[src/rtl/signal_seg_scan.sv]
// ---------------------------------------------------------------------------
// signal_seg_scan
// Time-multiplexed seven-segment scanner for the elevator status/floor
// display. One digit is driven per clk380hz cycle; each digit shows either a
// status glyph (direction / door codes) or a hex glyph. Per-digit blanking
// and blinking are applied live. New display data is staged in a pending
// buffer and only committed at a frame boundary, so a frame never mixes old
// and new digits.
//
// Ports:
//   clk380hz  - scan clock, one digit per cycle
//   rst       - synchronous active-high reset
//   dataBus   - digit i code/value in dataBus[4i+3:4i]
//   modeBus   - bit i: 0 = status glyph, 1 = hex glyph
//   blankMask - bit i: digit i always dark
//   blinkMask - bit i: digit i dark during the blink-off phase
//   load      - capture dataBus/modeBus into the pending buffer
//   ready     - 1 when no update is pending
//   pos       - one-hot digit enable (inverted when ACTIVE_LOW)
//   seg       - seg[6:0] = g..a, seg[7] = dp (inverted when ACTIVE_LOW)
// ---------------------------------------------------------------------------
module signal_seg_scan #(
    parameter int DIGITS     = 4,
    parameter int BLINK_DIV  = 190,
    parameter bit ACTIVE_LOW = 1'b0
) (
    input  logic                  clk380hz,
    input  logic                  rst,
    input  logic [4*DIGITS-1:0]   dataBus,
    input  logic [DIGITS-1:0]     modeBus,
    input  logic [DIGITS-1:0]     blankMask,
    input  logic [DIGITS-1:0]     blinkMask,
    input  logic                  load,
    output logic                  ready,
    output logic [DIGITS-1:0]     pos,
    output logic [7:0]            seg
);

    // Status codes shared with the controller firmware.
    localparam logic [3:0] RS_UP    = 4'h1;
    localparam logic [3:0] RS_DOWN  = 4'h2;
    localparam logic [3:0] RS_STOP  = 4'h3;
    localparam logic [3:0] DS_OPEN  = 4'h4;
    localparam logic [3:0] DS_CLOSE = 4'h5;
    localparam logic [3:0] INVALID  = 4'hF;

    localparam int              IW         = (DIGITS > 1) ? $clog2(DIGITS) : 1;
    localparam logic [IW-1:0]   LAST_IDX   = IW'(DIGITS - 1);
    localparam logic [15:0]     BLINK_LAST = 16'(BLINK_DIV - 1);
    localparam logic [DIGITS-1:0] POS_INV  = {DIGITS{ACTIVE_LOW}};
    localparam logic [7:0]      SEG_INV    = {8{ACTIVE_LOW}};

    function automatic logic [6:0] status_glyph(input logic [3:0] code);
        logic [6:0] g;
        case (code)
            RS_UP:    g = 7'h63;
            RS_DOWN:  g = 7'h5C;
            RS_STOP:  g = 7'h40;
            DS_OPEN:  g = 7'h36;
            DS_CLOSE: g = 7'h7F;
            INVALID:  g = 7'h40;
            default:  g = 7'h40;
        endcase
        return g;
    endfunction

    function automatic logic [6:0] hex_glyph(input logic [3:0] val);
        logic [6:0] g;
        case (val)
            4'h0: g = 7'h3F;  4'h1: g = 7'h06;  4'h2: g = 7'h5B;  4'h3: g = 7'h4F;
            4'h4: g = 7'h66;  4'h5: g = 7'h6D;  4'h6: g = 7'h7D;  4'h7: g = 7'h07;
            4'h8: g = 7'h7F;  4'h9: g = 7'h6F;  4'hA: g = 7'h77;  4'hB: g = 7'h7C;
            4'hC: g = 7'h39;  4'hD: g = 7'h5E;  4'hE: g = 7'h79;  4'hF: g = 7'h71;
            default: g = 7'h00;
        endcase
        return g;
    endfunction

    logic [IW-1:0]       idx_r, idx_next_s;
    logic [15:0]         blink_cnt_r, blink_cnt_next_s;
    logic                blink_on_r, blink_on_next_s;
    logic [4*DIGITS-1:0] pend_data_r, pend_data_next_s;
    logic [DIGITS-1:0]   pend_mode_r, pend_mode_next_s;
    logic                pending_r, pending_next_s;
    logic [4*DIGITS-1:0] disp_data_r, disp_data_next_s;
    logic [DIGITS-1:0]   disp_mode_r, disp_mode_next_s;
    logic                ready_r;
    logic [DIGITS-1:0]   pos_r, pos_pre_s;
    logic [7:0]          seg_r, seg_pre_s;
    logic                wrap_s;
    logic [3:0]          nibble_s;

    // Scan index, blink timebase and frame-synchronous update next-state.
    always_comb begin
        wrap_s           = (idx_r == LAST_IDX);
        idx_next_s       = idx_r;
        blink_cnt_next_s = blink_cnt_r;
        blink_on_next_s  = blink_on_r;
        pend_data_next_s = pend_data_r;
        pend_mode_next_s = pend_mode_r;
        pending_next_s   = pending_r;
        disp_data_next_s = disp_data_r;
        disp_mode_next_s = disp_mode_r;

        if (wrap_s) begin
            idx_next_s = '0;
        end else begin
            idx_next_s = idx_r + 1'b1;
        end

        if (blink_cnt_r >= BLINK_LAST) begin
            blink_cnt_next_s = 16'd0;
            blink_on_next_s  = ~blink_on_r;
        end else begin
            blink_cnt_next_s = blink_cnt_r + 16'd1;
        end

        // At the frame boundary a same-edge load bypasses the pending buffer.
        if (wrap_s) begin
            if (load) begin
                disp_data_next_s = dataBus;
                disp_mode_next_s = modeBus;
            end else if (pending_r) begin
                disp_data_next_s = pend_data_r;
                disp_mode_next_s = pend_mode_r;
            end else begin
                disp_data_next_s = disp_data_r;
            end
            pending_next_s = 1'b0;
        end else begin
            if (load) begin
                pend_data_next_s = dataBus;
                pend_mode_next_s = modeBus;
                pending_next_s   = 1'b1;
            end else begin
                pending_next_s = pending_r;
            end
        end
    end

    // Glyph lookup, blank/blink gating and one-hot enable for the current digit.
    always_comb begin
        nibble_s        = disp_data_r[{idx_r, 2'b00} +: 4];
        pos_pre_s       = '0;
        pos_pre_s[idx_r] = 1'b1;
        seg_pre_s       = 8'h00;
        if (blankMask[idx_r]) begin
            seg_pre_s = 8'h00;
        end else if (!blink_on_r && blinkMask[idx_r]) begin
            seg_pre_s = 8'h00;
        end else if (disp_mode_r[idx_r]) begin
            seg_pre_s = {1'b0, hex_glyph(nibble_s)};
        end else begin
            seg_pre_s = {1'b0, status_glyph(nibble_s)};
        end
    end

    // State and output registers; polarity inversion is applied here, reset included.
    always_ff @(posedge clk380hz) begin
        if (rst) begin
            idx_r       <= '0;
            blink_cnt_r <= 16'd0;
            blink_on_r  <= 1'b1;
            pend_data_r <= '0;
            pend_mode_r <= '0;
            pending_r   <= 1'b0;
            disp_data_r <= {DIGITS{INVALID}};
            disp_mode_r <= '0;
            ready_r     <= 1'b1;
            pos_r       <= POS_INV;
            seg_r       <= SEG_INV;
        end else begin
            idx_r       <= idx_next_s;
            blink_cnt_r <= blink_cnt_next_s;
            blink_on_r  <= blink_on_next_s;
            pend_data_r <= pend_data_next_s;
            pend_mode_r <= pend_mode_next_s;
            pending_r   <= pending_next_s;
            disp_data_r <= disp_data_next_s;
            disp_mode_r <= disp_mode_next_s;
            ready_r     <= ~pending_next_s;
            pos_r       <= pos_pre_s ^ POS_INV;
            seg_r       <= seg_pre_s ^ SEG_INV;
        end
    end

    assign ready = ready_r;
    assign pos   = pos_r;
    assign seg   = seg_r;

endmodule
[config.mk]
export PLATFORM = sky130hd
export DESIGN_NAME = signal_seg_scan
export DESIGN_NICKNAME = d
export VERILOG_FILES = /design/src/rtl/signal_seg_scan.sv
export SDC_FILE = /design/constraint.sdc
export NUM_CORES = 1
export LEC_CHECK = 0
export BUFFER_PORTS_ARGS = -buffer_cell sky130_fd_sc_hd__clkbuf_2
export CAP_MARGIN = 10
export CELL_PAD_IN_SITES_DETAIL_PLACEMENT = 1
export CELL_PAD_IN_SITES_GLOBAL_PLACEMENT = 1
export CORE_MARGIN = 2
export CORE_UTILIZATION = 39
export DETAILED_ROUTE_END_ITERATION = 12
export GPL_TIMING_DRIVEN = 0
export HOLD_SLACK_MARGIN = 0.12
export PLACE_DENSITY_LB_ADDON = 0.15
export SLEW_MARGIN = 20
export SYNTH_ARGS = -nofsm -noshare
export SYNTH_HDL_FRONTEND = slang
export SYNTH_SLANG_ARGS = --single-unit
[constraint.sdc]
create_clock -name clk380hz -period 2.4 [get_ports clk380hz]
set_clock_uncertainty 0.15 [all_clocks]
set_input_delay 0.12 -clock clk380hz [delete_from_list [all_inputs] [get_ports clk380hz]]
set_output_delay 0.12 -clock clk380hz [all_outputs]
set_load 0.03 [all_outputs]
Word-level counts from Yosys, hierarchy flattened
Memories as Yosys holds them, arrays and structs flattened.
Cells that the tools add are included.
- add/sub/neg operators: 2
- magnitude comparators: 3
- equality and inequality tests: 5
- shift operators: 1
- muxes and demuxes: 16
- bitwise operators: 3
- reduce and logical (&&, ||, !) cells: 9
- operator list (cell ; count):
    $mux 16 ; 2
    $pmux 7 s4 ; 1
    $add 16x1->16 const B ; 1
    $ge 16x8->1 const B ; 1
    $shiftx 16x5->4 ; 1
    $eq 4x3->1 const B ; 2
    $mux 4 ; 2
    $mux 7 ; 1
    $bmux 1 s2 ; 3
    $mux 1 ; 6
    $eq 4x1->1 const B ; 1
    $eq 4x2->1 const B ; 1
    $reduce_and 2->1 ; 2
    $reduce_or 2->1 ; 2
    $lt 2x3->1 const B ; 1
    $not 1->1 ; 3
    $reduce_or 3->1 ; 1
    $add 2x1->2 const B ; 1
    $demux 1 s2 ; 1
    $eq 2x2->1 const B ; 1
    $ge 2x1->1 const B ; 1
    $logic_and 1x1->1 ; 2
    $reduce_bool 2->1 ; 1
    $logic_not 1->1 ; 1
- flip-flop bits (word level): 73
- memory bits (read-only): 112
- input port bits: 31
- output and inout bits: 13
- word-level logic and storage cells: 51
- memories kept: 1
- memory list (memory ; depth ; bits a word ; rd ports ; clocked after memory_dff ; wr ports ; RTL line ; source):
    (name not given) ; 16 ; 7 ; 1 ; 0 ; 0 ; 69 ; case (val)

Logic depth before layout (Yosys ltp)
Gate-level depths: netlist (run 1).
- depth in word-level cells: 4
- mapped depth: 9
- mapped depth without buffers: 8

Worst setup path after synthesis (run 1)
OpenSTA, ideal clock, no wires.
- path kind: register to register
- start point: reg idx_r[1]
- end point: reg seg_r[5], in the netlist seg[5]
- library setup time: 86 ps
- data arrival time: 2144 ps
- required time: 2164 ps
- slack: 20 ps
- stages on the path, launching flop included: 9
- period minus slack after synthesis: 2380 ps
- cells stage by stage: dfxtp_1 clkbuf_8 mux2_2 o21ai_0 inv_1 ha_1 mux2i_1 o21ai_0 a221oi_2
- cells in the longest elaborated chain, start to end: 4
- ends and longest elaborated chain (what ; RTL line ; source):
    from (decl) ; 79 ; logic [IW-1:0] idx_r, idx_next_s;
    from (signal assigned) ; 173 ; idx_r <= idx_next_s;
    branches (longest 4 deep; another with $mem_v2 16x7) ; n/a ;
    to (signal assigned) ; 183 ; seg_r <= seg_pre_s ^ SEG_INV;
    to (decl) ; 89 ; logic [7:0] seg_r, seg_pre_s;
Parallel ways; which one is timed is not known. The select of a mux whose other input is x is not followed.
A chain may end at the register's enable or synchronous reset.

Worst setup path after layout (run 1)
Ends and elaborated chain as after synthesis.

==> impl_metrics.env, run 1 <==
export IMPL_r2r_start="idx_r[1]"
export IMPL_cts_sinks=72
export IMPL_layout_nets=466
export IMPL_clock_root_buffer="clkbuf_8"
export IMPL_gp_congestion=0.801
export IMPL_maxSlewHeadroom=0.634
export IMPL_io_pins=44
export IMPL_die_w_um=94.8
export IMPL_slowest_stage="dfxtp_1"
export IMPL_cp_depth=8
export IMPL_drt_initial_drc_count=46
export IMPL_cts_buffers=9
export IMPL_synth_top_area_cell="dfxtp_1"
export IMPL_ff2ff_path_depth=8
export IMPL_ir_drop_mv=0.270
export IMPL_synth_main_ff_cell="dfxtp_1"
export IMPL_yosys_warnings=0
export IMPL_wl_per_cell_um=13.7
export IMPL_grt_ovfl_total=0
export IMPL_period_share=0.937
export IMPL_syn_inst=340
export IMPL_status="finished clean"
export IMPL_tritoncts="yes"
export IMPL_port_buffer_count=40
export IMPL_p_per_area_nw_per_um2=677
export IMPL_r2r_slack_ns=0.15
export IMPL_drtPass1Iterations=4
export IMPL_async_reset_ff_frac=0
export IMPL_rows=33
export IMPL_synth_edff_count=0
export IMPL_worstSetupStartpointType="flop"
export IMPL_start_util=0.398
export IMPL_yosysSeqAreaShare=0.448
export IMPL_dieArea_um2=8990
export IMPL_mostFrequentLayoutCell="dfxtp_1"
export IMPL_critPathBufInv=2
export IMPL_hold_violations=0
export IMPL_crit_end="seg[5]"
export IMPL_grt_usage=0.180
export IMPL_dr_wl_met3_um=211
export IMPL_diodes=0
export IMPL_cp_top_family="compound AO/OA/AOI/OAI gates"
export IMPL_reg2reg_to="seg[5]"
export IMPL_post_route_drc_count=0
export IMPL_grt_max_degree=14
export IMPL_ys_ff_latch=72
export IMPL_p_leak_uw=0.00168
export IMPL_postRouteAntennaNets=0
export IMPL_grt_pass1_vias=2701
export IMPL_finalSetupViolCount=0
export IMPL_setup_worst_path_class="flop to flop"
export IMPL_syn_cell_area_um2=3220
export IMPL_endpoint_kind="flop"
export IMPL_synthMuxAreaShare=0.124
export IMPL_vias=2625
export IMPL_clkLatencyLatePin_ns=0.35
export IMPL_drive_gt1_frac=0.195
export IMPL_stdcell_count=531
export IMPL_synth_compound_area_frac=0.145
export IMPL_worst_pin_slew_ns=0.549
export IMPL_wl_mm=7.26
export IMPL_hpwl_mm=5.28
export IMPL_synth_xor_area_share=0.0163
export IMPL_period_minus_slack_ns=2.25
export IMPL_antenna_found_initial=0
export IMPL_cts_buffer_depth=2
export IMPL_fin_tns_setup_ns=0
export IMPL_synthAdderAreaFrac=0.0544
export IMPL_crit_chain="clkbuf_8, mux2_2, o21ai_4, inv_1, ha_2, mux2i_1, o21ai_0, a221oi_2"
export IMPL_crit_arrival_ns=2.36
export IMPL_layout_common_cells="dfxtp_1, nand2_1, clkbuf_2"
export IMPL_avgSynthCellArea_um2=9.46
export IMPL_core_um2=8090
export IMPL_netlist_area_leader_share=0.448
export IMPL_min_path_type="input pin to flop"
export IMPL_synthSimpleGateAreaFrac=0.160
export IMPL_crit_start="idx_r[1]"
export IMPL_grt_pass1_wl_mm=12.7
export IMPL_final_max_slew_viol_count=0
export IMPL_wl_met2_mm=3.58
export IMPL_dp_cells=493
export IMPL_synth_area_leaders="dfxtp_1, mux2i_1, ha_1"
export IMPL_worst_path_max_fanout=9
export IMPL_die_h_um=94.8
export IMPL_viasPerCell=4.94
export IMPL_top_layer="met4"
export IMPL_htree_levels=3
export IMPL_clk_pin_slew_ns=0.08
export IMPL_fmax_mhz=445
export IMPL_required_ns=2.51
export IMPL_cap_violations=0
export IMPL_wl_met1_mm=3.38
export IMPL_total_power_uw=2730
export IMPL_synth_top_family_by_area="simple AND/OR/NAND/NOR gates"
export IMPL_layout_area_overhead_vs_synth_pct=25.2
export IMPL_cp_slowest_stage_delay_ns=0.38
export IMPL_synth_cell_types=46
## area by class of cell
| cell class | instances | area [µm²] |
|---|---|---|
| fillers | 962 | 4060 |
| clock buffers | 10 | 128 |
| clock inverters | 6 | 93.8 |
| inverters | 11 | 41.3 |
| repair buffers | 62 | 415 |
| well taps | 105 | 131 |
| multi-input cells | 243 | 1660 |
| plain buffers | 22 | 121 |
| flip-flops and latches | 72 | 1440 |
## flip-flops by register name, indices dropped and copies added, names as in the netlist
register	count
disp_data_r	16
blink_cnt_r	16
disp_mode_r	4
ready	1
seg	7
pend_data_r	16
blink_on_r	1
pending_r	1
pend_mode_r	4
pos	4
idx_r	2
## cell usage after synthesis, types with 2 or more instances
master and instances:
dfxtp_1 72, nand2_1 45, nor2_1 36, a21oi_1 26, mux2i_1 25, a211o_1 17, ha_1 14, clkbuf_1 13
inv_1 11, nor2b_1 9, nand3_1 7, o21ai_1 6, mux4_2 5, xor2_1 5, and2_1 3, buf_6 3
nand2b_1 3, o211ai_1 3, o21ai_0 3, a21o_1 2, a221oi_2 2, buf_1 2, buf_2 2, nand3b_1 2
nand4_1 2, nor4_1 2
## through the flow
| step | setup WS [ns] | util | cell area [µm²] | hold slack [ns] |
|---|---|---|---|---|
| after detailed placement | -0.433 | 0.442 | 3580 | 0.220 |
| after global routing | -0.000533 | 0.498 | 4030 | 0.181 |
| final | 0.152 | 0.498 | 4030 | 0.142 |
| after floorplan | 0.0197 | - | 3250 | 0.106 |
| after CTS | 0.0313 | 0.496 | 4010 | 0.140 |
| after global placement | -0.337 | 0.442 | 3580 | 0.206 |
## worst reg2reg max path: stages, from the launching register on
cell      delay [ns]
dfxtp_1         0.38
clkbuf_8        0.20
mux2_2          0.37
o21ai_4         0.20
inv_1           0.11
ha_2            0.22
mux2i_1         0.13
o21ai_0         0.12
a221oi_2        0.28
## where the power goes
part / internal, µW / switching (µW) / total [µW]
clock: 591 / 475 / 1070
combinational: 170 / 210 / 379
sequential: 1260 / 27.6 / 1280
## repair_timing
action | 4_1_cts | 5_1_grt
setup endpoints to repair | 7 | 2
setup buffers | 0 | 2
hold endpoints to repair | 40 | 0
resized for setup | 5 | 3
hold buffers | 20 | 0
pin swaps | 0 | 1
## layer usage
| metal | GRT usage | vias up |
|---|---|---|
| li1 | - | 1319 |
| met1 | 0.227 | 1261 |
| met2 | 0.308 | 35 |
| met3 | 0.0383 | 10 |
| met4 | 0.0543 | 0 |
| met5 | 0 | - |
## kinds of logic (layout without fill, tap and decap cells)
group | after synthesis | count (layout)
other | 1 | 9
xor gates and xnor gates | 6 | 6
adders and majority gates | 14 | 14
muxes | 32 | 32
AOI/OAI and AO/OA | 67 | 67
buffers and inverters | 33 | 111
and+or+nand+nor | 115 | 115
DFF | 72 | 72
## worst min path at each step
stage	startpoint	end	slack [ns]	cells past startpoint
2_1_floorplan	dataBus[0]	pend_data_r[0]	0.11	2
3_3_place_gp	dataBus[3]	pend_data_r[3]	0.21	3
3_5_place_dp	modeBus[2]	pend_mode_r[2]	0.22	3
4_1_cts	rst	seg[2]	0.14	4
5_1_grt	rst	seg[2]	0.18	4
6_report	rst	seg[2]	0.14	4
No activity file was read; power rests on OpenSTA's default activity.
==> run 2, diff against run 1 <==
--- a/config.mk
+++ b/config.mk
@@ -5,7 +5,7 @@
 export SDC_FILE = /design/constraint.sdc
 export NUM_CORES = 1
 export LEC_CHECK = 0
-export BUFFER_PORTS_ARGS = -buffer_cell sky130_fd_sc_hd__clkbuf_2
+export BUFFER_PORTS_ARGS = -buffer_cell sky130_fd_sc_hd__buf_2
 export CAP_MARGIN = 10
 export CELL_PAD_IN_SITES_DETAIL_PLACEMENT = 1
 export CELL_PAD_IN_SITES_GLOBAL_PLACEMENT = 1
@@ -15,7 +15,6 @@
 export GPL_TIMING_DRIVEN = 0
 export HOLD_SLACK_MARGIN = 0.12
 export PLACE_DENSITY_LB_ADDON = 0.15
-export SLEW_MARGIN = 20
 export SYNTH_ARGS = -nofsm -noshare
 export SYNTH_HDL_FRONTEND = slang
 export SYNTH_SLANG_ARGS = --single-unit
==> run 2 against run 1 <==
Non-clock buffer count is the same. Worst setup slack got worse by 0.044 ns. Total power rose by 8.0%. Die area did not move. Maximum frequency is 1.9% lower. Wire length up 1.7%. Final cell count decreased by 0.19%. Sequential power about the same. Clock power increased by 20%. Register-to-register slack got worse by 0.04 ns. Sequential share of layout area fell by 0.42 points. Critical endpoint is now seg[4]. Largest power group unchanged.
==> impl_metrics.env, run 2 (synthesized netlist as in run 1, its figures left out) <==
export IMPL_ff2ff_path_depth=6
export IMPL_dieArea_um2=8990
export IMPL_cap_violations=0
export IMPL_clk_pin_slew_ns=0.08
export IMPL_period_share=0.955
export IMPL_worst_pin_slew_ns=0.538
export IMPL_setup_slack_ns=0.108
export IMPL_worst_path_max_fanout=8
export IMPL_p_leak_uw=0.00171
export IMPL_place_ws_ns=-0.394
export IMPL_postRouteAntennaNets=0
export IMPL_layout_common_cells="dfxtp_1, nand2_1, buf_2"
export IMPL_maxSlewHeadroom=0.642
export IMPL_htree_levels=3
export IMPL_die_h_um=94.8
export IMPL_hpwl_mm=5.16
export IMPL_die_w_um=94.8
export IMPL_viasPerCell=4.91
export IMPL_top_layer="met4"
export IMPL_drt_initial_drc_count=35
export IMPL_grt_ovfl_total=0
export IMPL_grt_max_degree=13
export IMPL_layout_nets=466
export IMPL_grt_pass1_wl_mm=12.6
export IMPL_grt_usage=0.181
export IMPL_reg_top3="blink_cnt_r x16, disp_data_r x16, pend_data_r x16"
export IMPL_crit_chain="buf_6, mux4_2, ha_1, o21a_1, o211ai_1, o31ai_1"
export IMPL_total_power_uw=2950
export IMPL_wl_per_cell_um=13.9
export IMPL_wl_mm=7.38
export IMPL_fillers=974
export IMPL_period_minus_slack_ns=2.29
export IMPL_tritoncts="yes"
export IMPL_start_util=0.398
export IMPL_rsz0062_at_grt="no"
export IMPL_crit_arrival_ns=2.36
export IMPL_gp_congestion=0.809
export IMPL_cp_slowest_stage_delay_ns=0.59
export IMPL_reg2reg_to="seg[4]"
export IMPL_required_ns=2.47
export IMPL_r2r_start="idx_r[0]"
export IMPL_rows=33
export IMPL_fmax_mhz=436
export IMPL_worstSetupStartpointType="flop"
export IMPL_layout_area_overhead_vs_synth_pct=26.6
export IMPL_io_pins=44
export IMPL_wl_met1_mm=3.61
export IMPL_drtPass1Iterations=4
export IMPL_status="finished clean"
export IMPL_port_buffer_count=40
export IMPL_slowest_stage="mux4_2"
export IMPL_hold_violations=0
export IMPL_cts_sinks=72
export IMPL_drive_gt1_frac=0.193
export IMPL_clock_root_buffer="clkbuf_8"
export IMPL_core_um2=8090
export IMPL_cts_buffer_depth=2
export IMPL_crit_start="idx_r[0]"
export IMPL_p_per_area_nw_per_um2=723
export IMPL_r2r_slack_ns=0.11
export IMPL_ir_drop_mv=0.312
export IMPL_grt_pass1_vias=2630
export IMPL_fin_tns_setup_ns=0
export IMPL_diodes=0
export IMPL_antenna_found_initial=0
export IMPL_finalSetupViolCount=0
export IMPL_post_route_drc_count=0
export IMPL_mostFrequentLayoutCell="dfxtp_1"
export IMPL_clkLatencyLatePin_ns=0.34
export IMPL_endpoint_kind="flop"
export IMPL_min_path_type="input pin to flop"
export IMPL_final_max_slew_viol_count=0
export IMPL_cts_buffers=9
export IMPL_crit_end="seg[4]"
export IMPL_setup_worst_path_class="flop to flop"
export IMPL_wl_met2_mm=3.43
export IMPL_dr_wl_met3_um=207
export IMPL_vias=2600
## run 2: worst min path at each step
stage / from / endpoint / slack, ns / depth (start not counted)
floorplan: dataBus[0] / pend_data_r[0] / 0.11 / 2
global placement: dataBus[3] / pend_data_r[3] / 0.22 / 3
detailed placement: dataBus[6] / pend_data_r[6] / 0.23 / 3
CTS: rst / seg[0] / 0.13 / 4
global route: rst / seg[2] / 0.19 / 4
finish: rst / seg[0] / 0.14 / 4
## run 2: power by group
group / total (µW) / internal, µW / switching (µW)
Combinational: 380 / 170 / 210
Sequential: 1280 / 1250 / 28.0
Clock: 1280 / 821 / 462
## run 2: cell type report
class                   count  area (µm²)  share of cell area
multi-input cells         243        1660               0.407
well taps                 105         131              0.0322
flip-flops and latches     72        1440               0.354
clock inverters             5         129              0.0316
clock buffers              10         138              0.0338
plain buffers              22         121              0.0298
repair buffers             62         415               0.102
inverters                  11        41.3              0.0101
## run 2: worst max-delay path, delay by kind of cell, from the launching register on
| kind | cells | cell delay, ns |
|---|---|---|
| multiplexers | 1 | 0.59 |
| AO/OA/AOI/OAI | 3 | 0.53 |
| flip-flops | 1 | 0.38 |
| adder cells (fa/ha/maj) | 1 | 0.34 |
| buffers and inverters | 1 | 0.18 |
## run 2: routing by layer
metal  vias to the layer above  global-route usage
met4                         0              0.0797
met3                        12              0.0335
li1                       1315                   -
met1                      1238               0.228
met2                        35               0.301
met5                         -                   0
## run 2: repair_timing
action                     CTS  global route
gates resized for setup      4             3
setup endpoints to repair    7             2
buffers inserted             0             2
hold buffers                20             0
hold endpoints to repair    40             0
pin swaps                    0             1
## run 2: through the flow
step,utilization,instances,cell area [µm²],hold slack (ns)
3_5_place_dp,0.442,493,3580,0.230
2_1_floorplan,-,348,3250,0.106
5_1_grt,0.503,530,4070,0.186
4_1_cts,0.501,528,4050,0.128
3_3_place_gp,0.442,493,3580,0.221
6_report,0.503,530,4070,0.143
